$ cat config.mk
export PLATFORM = sky130hd
export DESIGN_NAME = times_table_gen_flat
export DESIGN_NICKNAME = d
export VERILOG_FILES = /design/src/rtl/times_table_if.sv /design/src/rtl/times_table_gen.sv /design/src/flat_wrapper.sv
export SDC_FILE = /design/constraint.sdc
export NUM_CORES = 1
export LEC_CHECK = 0
export BUFFER_PORTS_ARGS = -buffer_cell sky130_fd_sc_hd__buf_2
export CAP_MARGIN = 0
export CORE_MARGIN = 4
export CORE_UTILIZATION = 40
export DETAILED_ROUTE_END_ITERATION = 10
export GPL_TIMING_DRIVEN = 0
export MAX_ROUTING_LAYER = met4
export PLACE_DENSITY = 0.61
export SYNTH_ARGS = -nofsm -noshare
export SYNTH_HDL_FRONTEND = slang
export SYNTH_SLANG_ARGS = --single-unit
$ cat constraint.sdc
create_clock -name clk -period 3.4 [get_ports clk]
set_clock_uncertainty 0.1 [all_clocks]
set_input_delay 0.68 -clock clk [delete_from_list [all_inputs] [get_ports clk]]
set_output_delay 0.68 -clock clk [all_outputs]
set_load 0.05 [all_outputs]
$ cat src/rtl/times_table_if.sv
// -----------------------------------------------------------------------------
// times_table_if
//   Lookup bus of the times-table generator.
//
//   Parameter
//     W        operand width; result width is 2*W
//   Signals
//     a        multiplicand, sampled with req
//     b        multiplier, sampled with req
//     req      lookup request, accepted on an edge where ready=1
//     rebuild  request to recompute the product table (acted on while serving)
//     ready    high while the table is complete and lookups are accepted
//     valid    one-cycle pulse per accepted request
//     result   product a*b, held between valid pulses
//   Modports
//     master   the consumer issuing lookups
//     slave    the times-table generator
// -----------------------------------------------------------------------------
interface times_table_if #(
  parameter int W = 3
);

  logic [W-1:0]   a;
  logic [W-1:0]   b;
  logic           req;
  logic           rebuild;
  logic           ready;
  logic           valid;
  logic [2*W-1:0] result;

  modport master (
    output a, b, req, rebuild,
    input  ready, valid, result
  );

  modport slave (
    input  a, b, req, rebuild,
    output ready, valid, result
  );

endinterface

$ cat src/rtl/times_table_gen.sv
// -----------------------------------------------------------------------------
// times_table_gen
//   Small-operand multiplier built as a lookup table. After reset the block
//   fills an internal RAM with every product a*b by repeated addition (there
//   is no multiplier), then serves pipelined lookups: a request accepted at
//   edge E shows valid/result after edge E+1.
//
//   Parameter
//     W        operand width; table depth N = 2**(2*W), result width 2*W
//   Ports
//     clk      sole clock, rising edge
//     rst_n    asynchronous active-low reset (release synchronised externally)
//     bus      times_table_if slave modport (a, b, req, rebuild -> ready,
//              valid, result)
// -----------------------------------------------------------------------------
module times_table_gen #(
  parameter int W = 3
) (
  input  logic         clk,
  input  logic         rst_n,
  times_table_if.slave bus
);

  localparam int AW = 2 * W;     // address width == result width
  localparam int N  = 1 << AW;   // table depth

  typedef enum logic {
    FILL  = 1'b0,
    SERVE = 1'b1
  } state_t;

  state_t          state;
  state_t          state_next;

  // Fill datapath
  logic [AW-1:0]   idx;          // entry being written this cycle
  logic [AW-1:0]   prod;         // value written at the previous entry
  logic [AW-1:0]   prod_next;    // value written at idx
  logic [W-1:0]    a_i;
  logic [W-1:0]    b_i;

  // Table and lookup pipeline
  logic [AW-1:0]   ram [N];
  logic [AW-1:0]   rd_data;
  logic            s1_valid;
  logic            valid_q;
  logic [AW-1:0]   result_q;

  // FSM-derived controls
  logic            ram_we;
  logic            rd_en;
  logic            restart;

  // ---------------------------------------------------------------------------
  // FSM: state register
  // ---------------------------------------------------------------------------
  // NOTE: every clocked block uses non-blocking assignments so all registers
  // update together from the values present before the edge.
  always_ff @(posedge clk or negedge rst_n) begin
    if (!rst_n) begin
      state <= FILL;
    end else begin
      state <= state_next;
    end
  end

  // ---------------------------------------------------------------------------
  // FSM: next-state logic
  // ---------------------------------------------------------------------------
  // NOTE: combinational outputs get a default before any branch so no path
  // leaves them unassigned, which would otherwise infer a latch.
  always_comb begin
    state_next = state;
    unique case (state)
      FILL:    if (&idx)       state_next = SERVE;  // last entry written now
      SERVE:   if (bus.rebuild) state_next = FILL;
      default:                  state_next = FILL;
    endcase
  end

  // ---------------------------------------------------------------------------
  // FSM: outputs and controls
  // ---------------------------------------------------------------------------
  // A request arriving with rebuild is still served: its read happens at the
  // rebuild edge, one edge before the first FILL write.
  always_comb begin
    ram_we  = 1'b0;
    rd_en   = 1'b0;
    restart = 1'b0;
    unique case (state)
      FILL: begin
        ram_we = 1'b1;
      end
      SERVE: begin
        rd_en   = bus.req;
        restart = bus.rebuild;
      end
      default: begin
        ram_we = 1'b0;
      end
    endcase
  end

  assign bus.ready  = (state == SERVE);
  assign bus.valid  = valid_q;
  assign bus.result = result_q;

  // ---------------------------------------------------------------------------
  // Fill datapath: walk {a_i, b_i} with b_i in the LSBs, so along each row
  // the product grows by a_i per step and restarts at 0 when b_i wraps.
  // ---------------------------------------------------------------------------
  assign a_i = idx[AW-1:W];
  assign b_i = idx[W-1:0];

  // (2^W-1)^2 < 2^(2W), so the running sum never overflows AW bits.
  always_comb begin
    prod_next = prod + AW'(a_i);
    if (b_i == '0) begin
      prod_next = '0;
    end
  end

  always_ff @(posedge clk or negedge rst_n) begin
    if (!rst_n) begin
      idx  <= '0;
      prod <= '0;
    end else if (ram_we) begin
      idx  <= idx + AW'(1);      // wraps to 0 after the last entry
      prod <= prod_next;
    end else if (restart) begin
      idx  <= '0;
      prod <= '0;
    end
  end

  // ---------------------------------------------------------------------------
  // Table RAM: synchronous write during FILL, synchronous read during SERVE.
  // ---------------------------------------------------------------------------
  // NOTE: the RAM and its read register carry no reset; the fill overwrites
  // every entry, and a reset here would prevent mapping onto block RAM.
  always_ff @(posedge clk) begin
    if (ram_we) begin
      ram[idx] <= prod_next;
    end
    if (rd_en) begin
      rd_data <= ram[{bus.a, bus.b}];
    end
  end

  // ---------------------------------------------------------------------------
  // Lookup pipeline: stage 1 tracks the outstanding read, stage 2 presents it.
  // result keeps its value between valid pulses.
  // ---------------------------------------------------------------------------
  always_ff @(posedge clk or negedge rst_n) begin
    if (!rst_n) begin
      s1_valid <= 1'b0;
      valid_q  <= 1'b0;
      result_q <= '0;
    end else begin
      s1_valid <= rd_en;
      valid_q  <= s1_valid;
      if (s1_valid) begin
        result_q <= rd_data;
      end
    end
  end

endmodule
$ cat src/flat_wrapper.sv
// flat-port wrapper written by rule: the top's interface ports become plain ports
module times_table_gen_flat 
#(
  parameter int W = 3
)
  (clk, rst_n, bus_a, bus_b, bus_req, bus_rebuild, bus_ready, bus_valid, bus_result);
  times_table_if #(.W(W)) bus_i ();
  input  logic clk;
  input  logic rst_n;
  input wire logic [$bits(bus_i.a)-1:0] bus_a;
  input wire logic [$bits(bus_i.b)-1:0] bus_b;
  input wire logic [$bits(bus_i.req)-1:0] bus_req;
  input wire logic [$bits(bus_i.rebuild)-1:0] bus_rebuild;
  output wire logic [$bits(bus_i.ready)-1:0] bus_ready;
  output wire logic [$bits(bus_i.valid)-1:0] bus_valid;
  output wire logic [$bits(bus_i.result)-1:0] bus_result;
  assign bus_i.a = bus_a;
  assign bus_i.b = bus_b;
  assign bus_i.req = bus_req;
  assign bus_i.rebuild = bus_rebuild;
  assign bus_ready = bus_i.ready;
  assign bus_valid = bus_i.valid;
  assign bus_result = bus_i.result;
  times_table_gen #(.W(W)) u_core (.clk(clk), .rst_n(rst_n), .bus(bus_i));
endmodule
==> results of run 1 <==
-- cell type report --
type                    count  share of cell area [%]
inverters                   6                   0.121
flip-flops and latches    411                    65.9
well taps                 525                    3.54
clock inverters            21                    1.08
plain buffers              50                    1.64
multi-input cells         372                    20.6
clock buffers              56                    6.16
repair buffers             19                   0.997
-- cells by family after synthesis --
family | count (synthesis) | synth area share (%)
compound gates | 78 | 3.44
xor+xnor | 6 | 0.321
fa+ha+maj | 6 | 0.505
buf+inv | 56 | 2.00
flops | 411 | 74.8
mux | 117 | 14.3
simple gates | 165 | 4.66
-- synthesized netlist by cell type (6+ instances only) --
master,count,area (µm²)
sky130_fd_sc_hd__nand2_1,31,116
sky130_fd_sc_hd__a21oi_1,7,35.0
sky130_fd_sc_hd__nand2b_1,11,68.8
sky130_fd_sc_hd__nor3_1,10,50.1
sky130_fd_sc_hd__buf_2,11,55.1
sky130_fd_sc_hd__o22ai_1,15,93.8
sky130_fd_sc_hd__buf_6,9,101
sky130_fd_sc_hd__a31oi_1,6,37.5
sky130_fd_sc_hd__nand3_1,7,35.0
sky130_fd_sc_hd__nor2_1,73,274
sky130_fd_sc_hd__clkbuf_1,23,86.3
sky130_fd_sc_hd__inv_1,6,22.5
sky130_fd_sc_hd__mux2i_1,13,130
sky130_fd_sc_hd__o221ai_1,8,70.1
sky130_fd_sc_hd__o21ai_0,11,55.1
sky130_fd_sc_hd__dfrtp_1,21,526
sky130_fd_sc_hd__edfxtp_1,390,11700
sky130_fd_sc_hd__mux4_2,92,2070
sky130_fd_sc_hd__mux2_2,12,135
sky130_fd_sc_hd__nor2b_1,18,113
-- flip-flops by register name, indices dropped and copies added (netlist names) --
name	cells
u_core.prod	6
u_core.idx	6
u_core.bus.ready	1
u_core.ram	384
u_core.rd_data	6
u_core.s1_valid	1
u_core.bus.valid	1
u_core.bus.result	6
-- through the flow --
stage	area (µm²)	TNS (ns)	std cells	utilization (%)	hold slack (ns)
after global routing	18600	0	1460	46.3	0.0635
after CTS	18600	0	1460	46.3	0.0415
final	18600	0	1460	46.3	0.0188
after floorplan	16400	0	839	-	0.252
after global placement	17100	-271.94	1377	42.6	0.257
after detailed placement	17200	0	1383	43.0	0.267
-- metal layers --
metal,wire [µm],track usage [%],part of all wire [%]
met1,16300,24.9,43
met2,18600,28.0,49
met3,2340,2.78,6.1
met4,899,4.30,2.4
met5,0,-,0
-- final timing paths --
path	start	end	slack (ns)	depth (start not counted)
max	bus_b[1]	u_core.rd_data[2]	0.62	7
min	rst_n	u_core.prod[1]	0.02	1
max reg2reg	u_core.idx[1]	u_core.ram[23][0]	0.75	5
min reg2reg	u_core.s1_valid	u_core.bus.valid	0.28	0
max in group asynchronous	rst_n	u_core.bus.valid	2.83	1
min in group clk	u_core.s1_valid	u_core.bus.valid	0.28	0
-- power groups by stage --
stage,Sequential (W),Clock [W],Combinational (W)
6_report,0.00778,0.00450,0.00373
5_1_grt,0.00782,0.00481,0.00404
4_1_cts,0.00778,0.00458,0.00379
3_5_place_dp,0.00789,0,0.00379
3_3_place_gp,0.00771,0,0.00296
2_1_floorplan,0.00800,0,0.00180
-- worst max-delay path: cells and delay by family --
kind | cells | cell delay (ns)
buffers and inverters | 3 | 1.13
muxes | 2 | 0.66
AOI/OAI and AO/OA | 2 | 0.45
==> flow_summary.toml, run 1 <==
[die]
die_width_um = 210
fp-row-count = 73
initial_core_util_pct = 40.8
design.die.area_um2 = 44200
area_of_the_core_um2 = 40100
floorplan.io_pins = 18
fp.dieH_um = 210

[placed_design]
placement.setup.worst_slack_ns = 0.0244
hpwl_mm = 25.5
weighted_congestion_at_the_end_of_routability_driven_global_placement = 0.886
buffer_ports.inserted = 13

[synthesis]
synth_edf_count = 390
ys_seq_elements = 411
synth-async-reset-ratio_pct = 5.11
avg_cell_area_syn_um2 = 19.5
netlist_area_um2 = 16400
syn_nets = 855
syn-instance-count = 839
netlist-cell-type-count = 49
synth-seq-area-share_pct = 74.8
yosys_warnings = 0
synth_flop_cell = "sky130_fd_sc_hd__edfxtp_1"

[min_path]
min_path_type = "in2async"

[global_route]
grt_start_max_net_pins = 47
grt_remaining_overflow = 0
first_global_vias = 8360
number_of_antenna_violations_at_the_first_check_in_global_routing = 0
global_route.usage.total_pct = 17.8
first_pass_grt_wire_length_mm = 56.4

[pwr]
sw_frac_of_total_pct = 30.1
post-layout-total-power_w = 0.0160
power.clock.fraction_pct = 28.1
p_seq_share_pct = 48.6
leakage_power_total_nw = 5.91
internal_power_w = 0.0112
vdd_ir_drop_max_mv = 0.872
power.density_nw_per_um2 = 862
p_comb_share_pct = 23.3
power.switching_w = 0.00483

[detailed_routing]
wl_mm = 38.1
detail_route.wl_per_cell_um = 26.1
drtPass1Iterations = 5
route.detailed.vias_per_inst = 5.63
vias = 8225
drt.antenna.violating_nets = 0
drcViolationCount = 0
first_iter_violations = 941

[clock_network]
numClockSinks = 411
clock-root-buffer = "sky130_fd_sc_hd__clkbuf_16"
cts-hold-fix-buffers = 0
cts-buffers-inserted = 42
post-cts-setup-buffers = 0
max-clock-path-buffers = 3
clk-insertion-delay-late_ns = 0.54
clk_pin_slew_worst_paths_ns = 0.06
htree_levels = 2
cts_repair_resized_insts = 0
tritoncts = "done"

[critical_path]
critical-path-slowest-cell = "sky130_fd_sc_hd__clkbuf_1"
worstPathArrival_ns = 2.94
startpoint_type = "input port"
setup.worst_path.class = "in2reg"
critPathMaxFanout = 10
worstPathCellList = "buf_2 -> buf_4 -> clkbuf_1 -> mux4_2 -> mux2i_1 -> a21oi_1 -> a22o_1"
critical_path.max_stage_delay_ns = 0.58
worst-endpoint-required_ns = 3.56
cp-end-kind = "flop"

[sta]
setup_repair_after_global_routing_missed_its_margin = "no"
maxSlewViolCount = 0
min_period_ns = 2.78
post-route-period-util_pct = 81.8
setup_violations = 0
timing.slew.headroom_pct = 30.3
maxClockFrequency_mhz = 360
hold_viol_final = 0
fin_ws_ns = 0.620
tightest_slew_ns = 1.04

[finish]
design.final.nets = 918
num_antenna_cells = 0
multiInputGateArea_um2 = 3820
layout_cell_share_with_drive_strength_beyond_1_pct = 23.2
layout.area.seq_um2 = 12200
layout.cells.most_common_list = "sky130_fd_sc_hd__edfxtp_1 (390), sky130_fd_sc_hd__mux4_2 (92), sky130_fd_sc_hd__nor2_1 (70)"
area_growth_syn_to_layout_pct = 13.5
layout.cells.most_common = "sky130_fd_sc_hd__edfxtp_1"
filler_cell_count = 3325

[flow_run]
maxCapViolCount = 0

[status]
status = "complete, no violations"
Note: power is estimated with default switching activity, not from simulation.
==> run 2: changes to the inputs <==
Settings changed: PLACE_DENSITY 0.61 to 0.59.
Clock period 3.4 ns to 2.65 ns, I/O delays scaled along.
==> run 2 against run 1 <==
Compared with the run above: via count up 2.7%; clock-buffer cell count up 2; sequential share of layout area down 0.69 points; first-iteration DRC count up 26%; sequential cell count unchanged; non-clock buffer count down 2; final area up 1.1%; clock power up 30%; power up 32%; global-route usage up 1.2 points; combinational power up 42%; die area unchanged; highest routed layer unchanged.
==> flow_summary.toml, run 2 (synthesis gave the netlist of run 1 again) <==
[status]
status = "complete, no violations"

[clock_network]
post-cts-setup-buffers = 0
clk_pin_slew_worst_paths_ns = 0.06
cts-buffers-inserted = 44
htree_levels = 2
clk-insertion-delay-late_ns = 0.58
clock-root-buffer = "sky130_fd_sc_hd__clkbuf_16"
max-clock-path-buffers = 3
tritoncts = "done"
numClockSinks = 411

[global_route]
first_pass_grt_wire_length_mm = 59.5
global_route.usage.total_pct = 19.0
first_global_vias = 8547
grt_start_max_net_pins = 45
grt_remaining_overflow = 0
number_of_antenna_violations_at_the_first_check_in_global_routing = 2

[finish]
layout.cells.most_common_list = "sky130_fd_sc_hd__edfxtp_1 (390), sky130_fd_sc_hd__mux4_2 (92), sky130_fd_sc_hd__nor2_1 (52)"
multiInputGateArea_um2 = 4010
post-route-util_pct = 46.8
filler_cell_count = 3324
layout.cells.most_common = "sky130_fd_sc_hd__edfxtp_1"
layout_cell_share_with_drive_strength_beyond_1_pct = 26.6
max_ffs_per_register = 384
area_growth_syn_to_layout_pct = 14.7
layout.area.seq_um2 = 12200
design.final.nets = 924
top_register = "u_core.ram"

[pwr]
vdd_ir_drop_max_mv = 1.01
power.density_nw_per_um2 = 1130
leakage_power_total_nw = 5.94

[critical_path]
critPathMaxFanout = 9
worstPathArrival_ns = 2.74
worst-endpoint-required_ns = 2.75
r2r_setup_slack_ns = 0.006
cp-end-kind = "flop"
critical_r2r_launch = "u_core.idx[4]"
worstRegToRegCells = 4
setup.worst_path.class = "reg2reg"
crit_end = "u_core.ram[16][2]"
reg2reg_to = "u_core.ram[16][2]"
crit_path_start = "u_core.idx[4]"
startpoint_type = "flop"

[sta]
tightest_slew_ns = 1.19
maxSlewViolCount = 0
setup_violations = 0
setup_tns_ns = 0
timing.slew.headroom_pct = 20.4
hold_ws_ns = 0.160
setup_repair_after_global_routing_missed_its_margin = "yes"
post-route-period-util_pct = 99.8
hold_viol_final = 0
maxClockFrequency_mhz = 378
min_period_ns = 2.64
fin_ws_ns = 0.00573

[detailed_routing]
drt.antenna.violating_nets = 0
route.detailed.vias_per_inst = 5.76
first_iter_violations = 1189
drcViolationCount = 0
wl_mm = 40.7
drtPass1Iterations = 5
detail_route.wl_per_cell_um = 27.8
vias = 8450

[placed_design]
placement.setup.worst_slack_ns = -0.633
buffer_ports.inserted = 13
hpwl_mm = 25.6
weighted_congestion_at_the_end_of_routability_driven_global_placement = 0.870

[flow_run]
maxCapViolCount = 0

[die]
design.die.area_um2 = 44200
initial_core_util_pct = 40.8
area_of_the_core_um2 = 40100
floorplan.io_pins = 18
fp-row-count = 73
die_width_um = 210
fp.dieH_um = 210

[min_path]
min_path_cells = 2
min_path_type = "in2reg"
==> run 2: cell count changes in the layout (fill, tap and decap cells not counted), moves of 3 or more <==
cell and change:
sky130_fd_sc_hd__clkinv_1 -4, sky130_fd_sc_hd__nor2_2 +15, sky130_fd_sc_hd__clkbuf_16 +3, sky130_fd_sc_hd__clkinv_2 +3, sky130_fd_sc_hd__nor2_1 -18, sky130_fd_sc_hd__nor2_4 +9, sky130_fd_sc_hd__buf_12 -3
==> run 2: repair_timing <==
action | in CTS | in global routing
resized for setup | 18 | 19
cloned | 3 | 3
endpoints found under the hold margin | 21 | 0
pin swaps | 3 | 4
hold buffers | 1 | 0
setup endpoints to repair | 237 | 283
==> run 2: power by group <==
group	internal, W	switching, W	total (W)
Combinational	0.00133	0.00398	0.00530
Sequential	0.00978	0.000248	0.0100
Clock	0.00337	0.00248	0.00584
Total	0.0145	0.00670	0.0212
==> run 2: worst max-delay path, cell delays in order (launching register included) <==
cell and delay, ns:
sky130_fd_sc_hd__dfrtp_1 0.42, sky130_fd_sc_hd__clkbuf_1 0.35, sky130_fd_sc_hd__or3b_2 0.55, sky130_fd_sc_hd__clkbuf_1 0.30
sky130_fd_sc_hd__nor2_1 0.57
==> run 2: cell type report <==
| type | instances | area share, % |
|---|---|---|
| sequential | 411 | 65.2 |
| clock buffer | 58 | 6.37 |
| tap | 525 | 3.50 |
| inverter | 6 | 0.120 |
| antenna | 2 | 0.0267 |
| buffer | 48 | 1.59 |
| clock inverter | 19 | 0.833 |
| multi-input combinational | 378 | 21.4 |
| timing repair buffer | 19 | 1.01 |
==> run 2: stage by stage <==
| stage | total power [W] | cells | cell area, µm² |
|---|---|---|---|
| 6_report | 0.0212 | 1466 | 18800 |
| 5_1_grt | 0.0221 | 1466 | 18800 |
| 4_1_cts | 0.0212 | 1462 | 18700 |
| 3_5_place_dp | 0.0151 | 1382 | 17200 |
| 3_3_place_gp | 0.0134 | 1377 | 17100 |
| 2_1_floorplan | 0.0126 | 839 | 16400 |
==> run 2: how the worst min path moves through the flow <==
stage                         start                to  slack, ns
floorplan                     rst_n  u_core.bus.ready       0.13
global placement    u_core.s1_valid  u_core.bus.valid       0.26
detailed placement  u_core.s1_valid  u_core.bus.valid       0.26
CTS                     bus_rebuild     u_core.idx[5]       0.14
global route            bus_rebuild    u_core.prod[3]       0.15
finish                  bus_rebuild    u_core.prod[3]       0.16
==> run 2: routing by layer <==
metal / global-route usage (%) / up-vias / part of all wire (%) / wire [µm]
met5: - / - / 0 / 0
met4: 5.24 / 0 / 2.8 / 1130
met3: 4.48 / 85 / 7.8 / 3170
met2: 29.2 / 341 / 48 / 19400
met1: 25.8 / 4457 / 42 / 17000
li1: - / 3567 / - / -
